===== src/rtl/arb_pkg.sv =====
// Shared types and constants for the four-requester arbiter.
package arb_pkg;
  localparam int NUM_REQ = 4;
  localparam int IDW     = 2;

  typedef enum logic [1:0] {
    IDLE  = 2'd0,
    GRANT = 2'd1,
    GAP   = 2'd2
  } arb_state_t;

  function automatic logic [NUM_REQ-1:0] onehot(input logic [IDW-1:0] idx);
    return NUM_REQ'(1) << idx;
  endfunction
endpackage


===== src/rtl/prio_enc4.sv =====
// 4-to-2 priority encoder; the highest set bit wins.
module prio_enc4
  import arb_pkg::*;
(
  input  logic [NUM_REQ-1:0] req,
  output logic [IDW-1:0]     idx,
  output logic               vld
);
  always_comb begin
    idx = '0;
    for (int i = 0; i < NUM_REQ; i++)
      if (req[i]) idx = IDW'(i);
    vld = |req;
  end
endmodule


===== src/rtl/req_arbiter4.sv =====
// Four-requester arbiter: fixed or rotating priority, grant held until
// release, done, or the hold limit expires; one idle cycle between owners.
module req_arbiter4
  import arb_pkg::*;
#(
  parameter int ROUND_ROBIN = 1,
  parameter int HOLD_MAX    = 15
) (
  input  logic               clk,
  input  logic               rst_n,
  input  logic [NUM_REQ-1:0] req,
  input  logic               done,
  output logic [NUM_REQ-1:0] gnt,
  output logic [IDW-1:0]     gnt_id,
  output logic               busy,
  output logic               timeout
);
  localparam logic [7:0] HOLD_LIM = 8'((HOLD_MAX == 0) ? 0 : HOLD_MAX - 1);

  arb_state_t         state;
  logic [7:0]         cnt;
  logic [IDW-1:0]     ptr;
  logic [IDW-1:0]     ofs;
  logic [NUM_REQ-1:0] rot;
  logic [IDW-1:0]     enc_idx;
  logic               enc_vld;
  logic [IDW-1:0]     win;
  logic               hold_hit;
  logic               release_now;

  // Rotating by the last owner puts ptr-1 at the top and ptr itself at the bottom.
  assign ofs = (ROUND_ROBIN != 0) ? ptr : '0;

  always_comb begin
    rot = '0;
    for (int k = 0; k < NUM_REQ; k++)
      rot[k] = req[IDW'(ofs + IDW'(k))];
  end

  prio_enc4 u_enc (
    .req (rot),
    .idx (enc_idx),
    .vld (enc_vld)
  );

  assign win         = enc_idx + ofs;
  assign hold_hit    = (HOLD_MAX != 0) && (cnt == HOLD_LIM);
  assign release_now = hold_hit || !req[gnt_id] || done;
  assign busy        = |gnt;

  always_ff @(posedge clk or negedge rst_n) begin
    if (!rst_n) begin
      state   <= IDLE;
      gnt     <= '0;
      gnt_id  <= '0;
      timeout <= 1'b0;
      ptr     <= '0;
      cnt     <= '0;
    end else begin
      timeout <= 1'b0;
      case (state)
        IDLE, GAP: begin
          if (enc_vld) begin
            gnt    <= onehot(win);
            gnt_id <= win;
            cnt    <= '0;
            state  <= GRANT;
            if (ROUND_ROBIN != 0) ptr <= win;
          end else begin
            state <= IDLE;
          end
        end
        GRANT: begin
          cnt <= cnt + 8'(cnt != 8'hFF);
          if (release_now) begin
            gnt     <= '0;
            state   <= GAP;
            timeout <= hold_hit;
          end
        end
        default: begin
          gnt   <= '0;
          state <= IDLE;
        end
      endcase
    end
  end
endmodule


===== config.mk =====
export PLATFORM = sky130hd
export DESIGN_NAME = req_arbiter4
export DESIGN_NICKNAME = d
export VERILOG_FILES = /design/src/rtl/arb_pkg.sv /design/src/rtl/prio_enc4.sv /design/src/rtl/req_arbiter4.sv
export SDC_FILE = /design/constraint.sdc
export NUM_CORES = 1
export LEC_CHECK = 0
export BUFFER_PORTS_ARGS = -buffer_cell sky130_fd_sc_hd__buf_2
export CORE_MARGIN = 3
export CORE_UTILIZATION = 40
export CTS_BUF_LIST = sky130_fd_sc_hd__clkbuf_16
export DETAILED_ROUTE_END_ITERATION = 16
export PLACE_DENSITY_LB_ADDON = 0.12
export SLEW_MARGIN = 25
export SYNTH_ARGS = -nofsm -noshare
export SYNTH_HDL_FRONTEND = slang
export SYNTH_SLANG_ARGS = --single-unit

===== constraint.sdc =====
create_clock -name clk -period 3.38 [get_ports clk]
set_clock_uncertainty 0.1 [all_clocks]
set_input_delay 0.507 -clock clk [delete_from_list [all_inputs] [get_ports clk]]
set_output_delay 0.507 -clock clk [all_outputs]
set_load 0.005 [all_outputs]

# After elaboration in Yosys (flattened, before gate mapping)
# Index checks and enable logic that the tools add are counted.
# word_totals
reg_bits	17
latchBits	0
ramBits	0
mem_bits_ro	0
in_bits	7
out_inout_bits	8
word_cells	53
mem_count	0
# classes
addsub	5
multipliers	0
div_mod_pow	0
order_cmp	4
eq_ne	6
n_shift	1
muxes	21
bitwise_logic	0
n_reduce_logical	11
# op_table
cell	count
$pmux 8 s2	1
$lt 2x3->1 const B	4
$add 8x1->8	1
$bmux 1 s2	4
$eq 8x4->1 const B	1
$mux 1	8
$mux 4	2
$mux 8	1
$ne 8x8->1 const B	1
$pmux 4 s2	1
$reduce_or 4->1	2
$mux 2	3
$reduce_and 2->1	3
$add 2x2->2 const B	2
$ne 2x2->1 const B	2
$pmux 2 s2	1
$shl 1x2->4 const A	1
$add 2x1->2 const B	1
$add 2x2->2	1
$eq 2x1->1 const B	1
$eq 2x2->1 const B	1
$logic_not 2->1	1
$logic_or 1x1->1	2
$reduce_bool 2->1	1
2 further kinds	2

# Depth between registers and ports, before layout
# Gate-level depths: netlist of run 1.
# logic_depth
word_depth	10
depth_mapped	9

# Hierarchy
# From an unflattened synthesis of run 1, not the netlist that was laid out.
# hier_totals
cells_unflattened	90
hier_area_um2	987.2
# by_module_without_submodules
mod	n_inst	cells_each	area_each_um2	seq_area_each_um2
req_arbiter4	1	86	963.4	425.4
prio_enc4	1	4	23.8	0.0

# Worst setup path before layout of run 1
# Ideal clock, no wire load.
# synth_timing
kind	register to register
start	register ptr[1] (netlist: ofs[1])
end	register gnt[0]
setup_time_ns	0.078
t_arrival_ns	1.782
slack_ns	1.420
path_stages_with_launch	9
path_buffers	1
period_less_slack_ns	1.960
path_cell_list	dfrtp_1 buf_2 nand2b_1 a21oi_1 a311oi_1 a21o_1 ha_1 or3_1 o2bb2ai_1
# synth_between
elab_chain_len	10
elab_cells_between_ends	25
# synth_lines
element	line_no	rtl
start: declaration	req_arbiter4.sv:22	logic [IDW-1:0] ptr;
start signal: assignment	req_arbiter4.sv:68	if (ROUND_ROBIN != 0) ptr <= win;
$add 2x1->2	req_arbiter4.sv:37	rot[k] = req[IDW'(ofs + IDW'(k))];
$bmux 1 s2	req_arbiter4.sv:37	
$mux 1 (implied by the code)	req_arbiter4.sv:37	
$mux 1	prio_enc4.sv:12	if (req[i]) idx = IDW'(i);
$mux 2	prio_enc4.sv:12	
$mux 2 *	prio_enc4.sv:12	
$add 2x2->2 *	req_arbiter4.sv:46	assign win = enc_idx + ofs;
named net win[0]	req_arbiter4.sv:27	logic [IDW-1:0] win;
$shl 1x2->4 *	arb_pkg.sv:13	return NUM_REQ'(1) << idx;
$mux 4 *	req_arbiter4.sv:63	if (enc_vld) begin
$pmux 4 s2 *	req_arbiter4.sv:61	case (state)
end signal: assignment	req_arbiter4.sv:64	gnt <= onehot(win);
end: declaration	req_arbiter4.sv:13	output logic [NUM_REQ-1:0] gnt,
# Mark *: on every way through the listed nets, which the timed path passes. The rest lies on a longest branch. The select of a mux whose other input is x is not followed.
# A chain may end at the register's enable or synchronous reset.

# Worst setup path after layout of run 1
# layout_timing
start	register cnt[1]
end	register cnt[7]
# layout_between
elab_chain_len	3
# layout_lines
element	line_no	rtl
start: declaration	req_arbiter4.sv:21	logic [7:0] cnt;
start signal: assignment	req_arbiter4.sv:74	cnt <= cnt + 8'(cnt != 8'hFF);
$ne 8x8->1	req_arbiter4.sv:74	
$add 8x1->8 *	req_arbiter4.sv:74	
$pmux 8 s2 *	req_arbiter4.sv:61	
# Every way passes the cells marked *; elsewhere a longest branch is shown, timed or not.

==> flow_summary_export.csv, run 1 <==
group,metric,value,unit
sta,rsz0062_at_grt,"no",
global_routing,globalRoute.totalOverflow,0,
critical_path,crit_required,3400,ps
critical_path,path_buf_inv,0,
critical_path,cp.arrival,2090,ps
critical_path,critPathSlowestCell,"dfrtp_1",
clock_tree,root_buffer,"clkbuf_16",
placement,hpwl,1470,um
clock_tree,clockBufferDepth,2,
drt,vias_per_cell,5.63,
hold_path,hold_class,"input port to async pin",
power,leakage,0.543,nW
logic_synthesis,yosysSeqAreaShare,0.430,
sta,max_clock_freq,0.484,GHz
logic_synthesis,syn_nets,114,
sta,tns,0,ps
power,irDropWorstVdd,0.000450,V
logic_synthesis,yosys_warnings,0,
global_routing,groute.usage.overall,0.143,
logic_synthesis,synth_cell_type_count,42,
global_routing,grt_max_degree,18,
drt,wl,2100,um
logic_synthesis,syn-cell-area,990,sq um
drt,dr_total_vias,816,
critical_path,critical_path_class,"flip-flop to flip-flop",
power,netSwitchingFraction,0.384,
final_layout,nets,128,
global_routing,grt_pass1_vias,743,
sta,period_needed,2070,ps
clock_tree,htreeDepth,1,
global_routing,antenna_found_initial,0,
drt,wl_per_cell,14.5,um
die,io_pins,15,
logic_synthesis,syn_inst,104,
power,clockPowerShare,0.242,
clock_tree,worstSkewPairLatency,250,ps
flow_run,cap_violations,0,
sta,finalCritPeriodShare,0.612,
drt,drtIter0Drc,21,
drt,first_pass_iters,4,
die,die_x,55.7,um
outcome,status,"completed",
critical_path,ff2ff_setup_slack,1310,ps
die,rows,17,
die,core-area,2280,sq um
clock_tree,path_clk_slew,50,ps
logic_synthesis,syn_avg_cell_area,9.52,sq um
clock_tree,cts_made_buffers,3,
final_layout,syn_to_final_growth,15.8,%
critical_path,r2r_start,"cnt[1]$_DFFE_PN0P_",
final_layout,fin_cells,145,
clock_tree,cts_resized,0,
die,die_y,55.7,um
final_layout,antenna_cells,0,
power,p_per_area,855,nW/um^2
placement,placedCellCount,141,
critical_path,worstRegToRegCells,8,
sta,tightest_slew,698,ps
sta,hold_viol,0,
global_routing,grt_pass1_wl,3540,um
critical_path,path_max_fanout,7,
clock_tree,cts_sinks,17,
clock_tree,postCtsHoldBufs,0,
final_layout,drive_gt1_frac,0.197,
drt,route.detailed.drc,0,
placement,port_buffers,14,
critical_path,path_delay_family,"simple AND/OR/NAND/NOR gates",
clock_tree,cts_tree,"done",
power,p_switching,0.376,mW
critical_path,cp_cell_sequence,"and3_1, and2_1, nand4_1, ha_1, and3b_1, nand4_1, xor2_1, nor2_1",
critical_path,r2r_end,"cnt[7]$_DFFE_PN0P_",
critical_path,max_stage_delay,440,ps
die,start_util,0.435,
clock_tree,post_cts_buffers,0,
critical_path,end_kind,"flip-flop",
power,power_frac_comb,0.412,
sta,setup_viol,0,
logic_synthesis,ys_ff_latch,17,
placement,gp_congestion,0.739,
critical_path,crit_path_start_kind,"flip-flop",
die,dieArea,3110,sq um
sta,max_slew_margin,0.530,
critical_path,critPathMostFrequentCell,"nand4_1",
sta,slew_violations,0,
power,internal_power,0.604,mW
drt,ant_nets,0,
power,seqPwrFrac,0.347,
## worst max-delay path by stage
stage	from	depth (start not counted)	slack (ps)	to
3_3_place_gp	req[1]	8	1260	gnt[0]$_DFFE_PN0P_
6_report	cnt[1]$_DFFE_PN0P_	8	1310	cnt[7]$_DFFE_PN0P_
2_1_floorplan	ofs[1]$_DFFE_PN0P_	8	1420	gnt[0]$_DFFE_PN0P_
5_1_grt	ofs[1]$_DFFE_PN0P_	7	1140	gnt[0]$_DFFE_PN0P_
3_5_place_dp	req[1]	8	1270	gnt[0]$_DFFE_PN0P_
4_1_cts	cnt[1]$_DFFE_PN0P_	8	1310	cnt[7]$_DFFE_PN0P_
## sequential cells by signal, indices dropped and copies added (netlist names)
signal / cells
cnt: 8
gnt: 4
ofs: 2
state: 2
timeout: 1
## final cells by class
class                   instances  area (sq um)
fillers                       226          1130
multi-input cells              79           524
flip-flops and latches         17           425
clock buffers                   3          75.1
repair buffers                 14          70.1
well taps                      28          35.0
inverters                       3          11.3
clock inverters                 1          5.00
## power groups by stage
stage / combinational [mW] / sequential (mW) / clock [mW]
after CTS: 0.407 / 0.337 / 0.244
after detailed placement: 0.403 / 0.341 / 0
after floorplan: 0.313 / 0.316 / 0
after global routing: 0.454 / 0.353 / 0.253
after global placement: 0.403 / 0.339 / 0
final: 0.403 / 0.340 / 0.237
## layout by cell type, fill, tap and decap left out, types with 2 or more instances in the layout
cell type | netlist | routed
dfrtp_1 | 17 | 17
buf_2 | 1 | 14
nand2_1 | 9 | 9
o21ai_0 | 9 | 9
nor2_1 | 8 | 8
a21oi_1 | 6 | 6
nand3_1 | 4 | 4
and2_1 | 3 | 3
nand4_1 | 3 | 3
inv_1 | 3 | 3
nand2b_1 | 3 | 3
ha_1 | 3 | 3
clkbuf_16 | 0 | 3
nor2b_1 | 2 | 2
o2bb2ai_1 | 2 | 2
xor2_1 | 2 | 2
a31oi_1 | 2 | 2
## synth_stat cells, drive strengths merged
| cell | number | share of area |
|---|---|---|
| nand4 | 3 | 0.019 |
| dfrtp | 17 | 0.43 |
| a21o | 2 | 0.016 |
| nand3 | 4 | 0.020 |
| nor2 | 8 | 0.030 |
| nor2b | 2 | 0.013 |
| or4 | 1 | 0.0076 |
| a21oi | 6 | 0.030 |
| xnor2 | 1 | 0.0089 |
| o2bb2ai | 2 | 0.018 |
| and2 | 3 | 0.019 |
| a311oi | 1 | 0.0089 |
| nand2b | 3 | 0.019 |
| o21a | 1 | 0.0076 |
| and3 | 1 | 0.0063 |
| a22o | 1 | 0.0089 |
| o21ai | 10 | 0.051 |
| nor3 | 1 | 0.0051 |
| xor2 | 2 | 0.018 |
| nand2 | 9 | 0.034 |
| ha | 3 | 0.038 |
| a32o | 1 | 0.011 |
| a31oi | 2 | 0.013 |
| nor4 | 1 | 0.0063 |
| and3b | 1 | 0.0089 |
| buf | 2 | 0.016 |
| o22ai | 1 | 0.0063 |
| a222oi | 1 | 0.010 |
| clkbuf | 3 | 0.013 |
| nand4bb | 1 | 0.011 |
| or2 | 1 | 0.0063 |
| or3 | 1 | 0.0063 |
| mux4 | 1 | 0.027 |
| inv | 3 | 0.011 |
| or4b | 1 | 0.010 |
| mux2 | 2 | 0.027 |
| o2111ai | 1 | 0.0089 |
## per-layer routing
metal	vias to the layer above	part of all wire	global-route usage
li1	412	-	-
met1	384	0.50	0.206
met2	18	0.44	0.199
met3	2	0.050	0.0510
met4	0	0.0090	0.0417
met5	-	0	0
## through the flow
| step | area (sq um) | hold WS [ps] | utilization | setup WS (ps) | total power [mW] |
|---|---|---|---|---|---|
| 3_5_place_dp | 1070 | 357 | 0.468 | 1270 | 0.744 |
| 3_3_place_gp | 1070 | 348 | 0.468 | 1260 | 0.742 |
| 6_report | 1150 | 73.2 | 0.504 | 1310 | 0.980 |
| 5_1_grt | 1150 | 95.8 | 0.504 | 1140 | 1.06 |
| 4_1_cts | 1150 | 87.5 | 0.504 | 1310 | 0.988 |
| 2_1_floorplan | 990 | 111 | - | 1420 | 0.629 |
## kinds of logic (layout without fill, tap and decap cells)
| logic type | Yosys count | count (layout) | share of synthesized area |
|---|---|---|---|
| AO/OA/AOI/OAI | 29 | 29 | 0.190 |
| XOR/XNOR | 3 | 3 | 0.0266 |
| adder cells (fa/ha/maj) | 3 | 3 | 0.0379 |
| buffers and inverters | 8 | 21 | 0.0404 |
| flip-flops | 17 | 17 | 0.430 |
| multiplexers | 3 | 3 | 0.0531 |
| AND/OR/NAND/NOR | 41 | 41 | 0.223 |
Note: power is estimated with default switching activity, not from simulation.
==> run 2: changes to the inputs <==
- ABC_AREA: default -> 1
- clock period: 3.38 -> 1.9 ns (I/O delays scaled with it)
==> flow_summary_export.csv, run 2 <==
group,metric,value,unit
logic_synthesis,yosys_warnings,0,
logic_synthesis,synth_edf_count,0,
drt,wl_per_cell,11.3,um
final_layout,reg_top3,"cnt (8), gnt (4)",
global_routing,grt_pass1_wl,4280,um
hold_path,worstHoldStart,"done",
drt,drtIter0Drc,44,
flow_run,cap_violations,0,
die,start_util,0.433,
power,power_frac_comb,0.632,
power,p_per_area,1760,nW/um^2
critical_path,critical_path_class,"flip-flop to flip-flop",
sta,period_needed,1760,ps
logic_synthesis,synth_commonest_cells,"60 x nand2_1, 17 x dfrtp_1, 15 x nand3_1",
drt,first_pass_iters,4,
logic_synthesis,synth_cell_type_count,27,
logic_synthesis,syn_nets,173,
placement,hpwl,2010,um
hold_path,holdPathEnd,"state[1]$_DFFE_PN0P_",
sta,tns,0,ps
final_layout,antenna_cells,0,
power,seqPwrFrac,0.215,
die,rows,19,
global_routing,globalRoute.totalOverflow,0,
drt,ant_nets,0,
sta,max_clock_freq,0.567,GHz
die,dieArea,3770,sq um
power,leakage,0.794,nW
die,core-area,2830,sq um
outcome,status,"completed",
final_layout,nets,202,
sta,tightest_slew,381,ps
clock_tree,clockBufferDepth,2,
logic_synthesis,yosysSeqAreaShare,0.347,
placement,gp_congestion,0.813,
power,p_switching,1.26,mW
clock_tree,cts_tree,"done",
global_routing,groute.usage.overall,0.155,
sta,setup_viol,0,
die,io_pins,15,
clock_tree,path_clk_slew,50,ps
critical_path,worstRegToRegCells,12,
final_layout,final_common_cell,"nand2_1",
final_layout,final_cell_mix,"59 x nand2_1, 16 x dfrtp_1, 15 x inv_1, 15 x nand3_1, 14 x buf_2",
die,die_y,61.4,um
logic_synthesis,ys_ff_latch,17,
logic_synthesis,yosysTopAreaCell,"dfrtp_1",
logic_synthesis,syn_avg_cell_area,7.52,sq um
final_layout,largest_register_ffs,8,
critical_path,cp.arrival,1850,ps
sta,worst_hold_slack,257,ps
sta,max_slew_margin,0.746,
critical_path,path_max_fanout,7,
placement,port_buffers,14,
clock_tree,worstSkewPairLatency,240,ps
critical_path,cp_cell_sequence,"buf_6, nand2_1, nand2_2, nand2_1, nand2_2, inv_1, o21ai_2, ha_2, inv_1, nor2_2, nand2_1, nand2_1",
hold_path,min_path_cells,3,
logic_synthesis,ys.flop_type,"dfrtp_1",
drt,wl,2500,um
critical_path,critPathSlowestCell,"dfrtp_2",
critical_path,crit_path_start_kind,"flip-flop",
critical_path,ff2ff_setup_slack,140,ps
sta,slew_violations,0,
power,netSwitchingFraction,0.475,
final_layout,top_register,"cnt",
clock_tree,htreeDepth,1,
sta,hold_viol,0,
logic_synthesis,synthArstFlopShare,1.00,
final_layout,drive_gt1_frac,0.346,
sta,finalCritPeriodShare,0.928,
logic_synthesis,syn_inst,163,
power,clockPowerShare,0.153,
logic_synthesis,synth_top_area_share,0.347,
critical_path,end_kind,"flip-flop",
critical_path,critPathMostFrequentCell,"nand2_1",
power,irDropWorstVdd,0.00112,V
logic_synthesis,netlist_top_cells_area,"dfrtp_1 35%, nand2_1 18%, nand3_1 6.1%, nand2_2 5.1%, inv_1 4.3%",
global_routing,grt_pass1_vias,967,
drt,route.detailed.drc,0,
final_layout,syn_to_final_growth,22.8,%
drt,vias_per_cell,4.96,
drt,dr_total_vias,1101,
critical_path,r2r_end,"gnt[3]$_DFFE_PN0P_",
critical_path,crit_required,1980,ps
critical_path,max_stage_delay,470,ps
power,internal_power,1.39,mW
logic_synthesis,yosysMostFrequentCell,"nand2_1",
clock_tree,root_buffer,"clkbuf_16",
sta,rsz0062_at_grt,"yes",
global_routing,antenna_found_initial,0,
logic_synthesis,syn-cell-area,1230,sq um
die,die_x,61.4,um
critical_path,r2r_start,"ofs[0]$_DFFE_PN0P_",
hold_path,hold_class,"input port to flip-flop",
clock_tree,cts_made_buffers,3,
final_layout,fillers,282,
global_routing,grt_max_degree,18,
clock_tree,cts_sinks,17,
run 2: cell types whose count changed in the layout (fill, tap and decap cells not counted), sizes merged, moves of 3 or more:
cell	delta
nor2	+3
buf	+11
and2	-3
a21oi	-5
nand2	+65
nand2b	-3
inv	+16
nand3	+12
run 2: worst max path at each step:
stage / cells past startpoint / slack [ps] / end / from
after detailed placement: 12 / -50 / gnt[3]$_DFFE_PN0P_ / ofs[0]$_DFFE_PN0P_
after global placement: 10 / 30 / gnt[3]$_DFFE_PN0P_ / ofs[0]$_DFFE_PN0P_
after CTS: 13 / 50 / gnt[3]$_DFFE_PN0P_ / ofs[0]$_DFFE_PN0P_
after global routing: 9 / -20 / cnt[7]$_DFFE_PN0P_ / cnt[5]$_DFFE_PN0P_
after floorplan: 13 / 150 / gnt[1]$_DFFE_PN0P_ / ofs[0]$_DFFE_PN0P_
final: 12 / 140 / gnt[3]$_DFFE_PN0P_ / ofs[0]$_DFFE_PN0P_
run 2: layout make-up:
type / count / area [sq um] / area share
tap: 31 / 38.8 / 0.0258
clock inverter: 1 / 3.75 / 0.00249
clock buffer: 3 / 75.1 / 0.0499
sequential: 17 / 427 / 0.283
multi-input combinational: 126 / 719 / 0.478
inverter: 18 / 75.1 / 0.0499
timing repair buffer: 26 / 166 / 0.111
run 2: timing repair:
action / CTS / global route
endpoints found under the hold margin: 17 / 0
gates resized for setup: 1 / 9
hold buffers: 1 / 0
buffers inserted: 0 / 2
pin swaps: 0 / 2
endpoints found under the setup margin: 6 / 9
run 2: power by group through the flow:
stage               registers (mW)  logic (mW)  clock network, mW
finish                       0.570        1.67              0.404
global route                 0.590        1.89              0.427
CTS                          0.586        1.59              0.415
detailed placement           0.589        1.58                  0
global placement             0.582        1.56                  0
floorplan                    0.541        1.26                  0
run 2: metrics by stage:
step | worst slack (ps) | utilization | total power [mW] | instances | cell area (sq um)
2_1_floorplan | 151 | - | 1.80 | 163 | 1230
3_3_place_gp | 29.2 | 0.488 | 2.14 | 215 | 1380
3_5_place_dp | -47.2 | 0.488 | 2.17 | 215 | 1380
4_1_cts | 49.2 | 0.520 | 2.59 | 220 | 1470
5_1_grt | -19.7 | 0.532 | 2.90 | 222 | 1510
6_report | 137 | 0.532 | 2.65 | 222 | 1510
run 2: cell families (layout without fill, tap and decap cells):
family,after synthesis,count (layout),synth area share
and+or+nand+nor,109,109,0.457
buffers and inverters,20,48,0.0796
DFF,17,17,0.347
AOI/OAI and AO/OA,13,13,0.0786
adders and majority gates,3,3,0.0306
xor gates and xnor gates,1,1,0.00714
run 2: layer usage:
metal	track usage	wire, um	vias up
li1	-	-	582
met1	0.218	1270	503
met2	0.239	1130	14
met3	0.0419	82	2
met4	0.0364	18	0
met5	0	0	-
run 2: worst max-delay path, delay by kind of cell (launching register included):
family                   cells  cell delay [ps]
buffers and inverters        3              270
adder cells (fa/ha/maj)      1              350
AO/OA/AOI/OAI                1               50
flip-flops                   1              470
AND/OR/NAND/NOR              7              480
==> run 3: changes to the inputs <==
- clock period: 1.9 -> 1.82 ns (I/O delays scaled with it)
==> flow_summary_export.csv, run 3 (synthesized netlist as in run 2, its figures left out) <==
group,metric,value,unit
critical_path,critPathMostFrequentCell,"nand2_2",
hold_path,min_path_cells,4,
drt,dr_total_vias,1117,
sta,finalCritPeriodShare,0.956,
power,leakage,0.849,nW
drt,first_pass_iters,4,
critical_path,r2r_start,"ofs[0]$_DFFE_PN0P_",
hold_path,worstHoldStart,"done",
hold_path,holdPathEnd,"state[0]$_DFFE_PN0P_",
die,core-area,2830,sq um
clock_tree,htreeDepth,1,
die,io_pins,15,
critical_path,path_max_fanout,7,
global_routing,antenna_found_initial,0,
clock_tree,cts_tree,"done",
critical_path,critPathSlowestCell,"dfrtp_2",
power,seqPwrFrac,0.201,
sta,hold_viol,0,
final_layout,syn_to_final_growth,32.2,%
global_routing,groute.usage.overall,0.156,
clock_tree,root_buffer,"clkbuf_16",
placement,dpl_cell_area,1400,sq um
flow_run,cap_violations,0,
global_routing,grt_pass1_wl,4380,um
clock_tree,path_clk_slew,50,ps
critical_path,worstRegToRegCells,13,
clock_tree,clockBufferDepth,2,
critical_path,max_stage_delay,480,ps
global_routing,grt_pass1_vias,1032,
critical_path,r2r_end,"ofs[1]$_DFFE_PN0P_",
global_routing,grt_max_degree,18,
critical_path,cp_cell_sequence,"buf_6, nand2_2, nand2_2, nand2_2, nand2_2, inv_2, o21ai_2, ha_4, inv_2, nand3_2, nand2_2, nand2_1, nand2_1",
drt,wl_per_cell,11.5,um
critical_path,ff2ff_setup_slack,80,ps
critical_path,crit_required,1860,ps
sta,max_clock_freq,0.575,GHz
drt,ant_nets,0,
placement,gp_congestion,0.863,
drt,drtIter0Drc,48,
clock_tree,cts_sinks,17,
final_layout,fin_area,1620,sq um
die,rows,19,
outcome,status,"completed",
final_layout,drive_gt1_frac,0.443,
final_layout,reg_top3,"cnt (8), gnt (4)",
sta,tns,0,ps
critical_path,crit_path_start_kind,"flip-flop",
sta,period_needed,1740,ps
die,die_x,61.4,um
power,power_frac_comb,0.654,
critical_path,critical_path_class,"flip-flop to flip-flop",
global_routing,globalRoute.totalOverflow,0,
critical_path,startpoint,"ofs[0]$_DFFE_PN0P_",
power,irDropWorstVdd,0.00103,V
final_layout,largest_register_ffs,8,
die,die_y,61.4,um
power,internal_power,1.59,mW
final_layout,nets,212,
power,netSwitchingFraction,0.468,
sta,rsz0062_at_grt,"yes",
drt,wl,2670,um
clock_tree,cts_made_buffers,3,
power,p_per_area,1850,nW/um^2
final_layout,top_register,"cnt",
clock_tree,worstSkewPairLatency,250,ps
drt,vias_per_cell,4.81,
critical_path,end_kind,"flip-flop",
critical_path,cp.arrival,1780,ps
drt,route.detailed.drc,0,
hold_path,hold_class,"input port to flip-flop",
final_layout,antenna_cells,0,
sta,slew_violations,0,
die,start_util,0.433,
sta,tightest_slew,384,ps
placement,hpwl,1990,um
power,clockPowerShare,0.146,
placement,port_buffers,14,
sta,max_slew_margin,0.744,
power,p_switching,1.40,mW
final_layout,final_cell_mix,"54 x nand2_1, 19 x buf_4, 16 x nand2_2, 16 x dfrtp_1",
sta,setup_viol,0,
final_layout,final_common_cell,"nand2_1",
die,dieArea,3770,sq um
==> run 3: how the worst max path moves through the flow <==
stage / to / slack [ps] / cells past startpoint
after detailed placement: gnt[2]$_DFFE_PN0P_ / -100 / 12
final: ofs[1]$_DFFE_PN0P_ / 80 / 13
after global routing: ofs[1]$_DFFE_PN0P_ / -60 / 13
after CTS: gnt[2]$_DFFE_PN0P_ / 4 / 13
after global placement: gnt[2]$_DFFE_PN0P_ / -40 / 12
after floorplan: gnt[1]$_DFFE_PN0P_ / 70 / 13
==> run 3: worst max-delay path, delay by kind of cell, from the launching register on <==
family	cells	cell delay [ps]
fa+ha+maj	1	160
flops	1	480
simple gates	8	490
compound gates	1	170
buf+inv	3	230
==> run 3: stage by stage <==
step / std cells / total power [mW] / setup slack, ps / hold slack (ps) / utilization
4_1_cts: 225 / 2.78 / 4.49 / 247 / 0.534
3_3_place_gp: 218 / 2.24 / -43.8 / 123 / 0.496
6_report: 232 / 2.99 / 79.9 / 248 / 0.573
5_1_grt: 232 / 3.28 / -65.0 / 272 / 0.573
2_1_floorplan: 163 / 1.88 / 71.3 / -123 / -
3_5_place_dp: 218 / 2.28 / -101 / 124 / 0.496
==> run 3: layout make-up <==
| class | count | area [sq um] |
|---|---|---|
| Fill cell | 272 | 1210 |
| Multi-Input combinational cell | 126 | 756 |
| Sequential cell | 17 | 427 |
| Timing Repair Buffer | 36 | 245 |
| Clock buffer | 3 | 75.1 |
| Inverter | 18 | 75.1 |
| Tap cell | 31 | 38.8 |
| Clock inverter | 1 | 5.00 |
==> run 3: power groups by stage <==
stage                     Clock [mW]  Combinational (mW)  Sequential [mW]
after floorplan                    0                1.31            0.565
after global placement             0                1.64            0.601
after detailed placement           0                1.67            0.604
after CTS                      0.448                1.74            0.589
after global routing           0.463                2.20            0.615
final                          0.437                1.96            0.601
==> run 3: repair_timing <==
item / in CTS / in global routing
pin swaps: 1 / 16
hold buffers: 1 / 0
endpoints found under the hold margin: 17 / 0
setup endpoints to repair: 6 / 12
resized for setup: 5 / 19
buffers inserted: 2 / 7
==> run 3: metal layers <==
layer | vias to the layer above | share of wire | wire, um | GRT usage
li1 | 596 | - | - | -
met1 | 498 | 0.49 | 1310 | 0.216
met2 | 21 | 0.47 | 1250 | 0.248
met3 | 2 | 0.039 | 105 | 0.0377
met4 | 0 | 0.0037 | 10 | 0.0364
met5 | - | 0 | 0 | 0
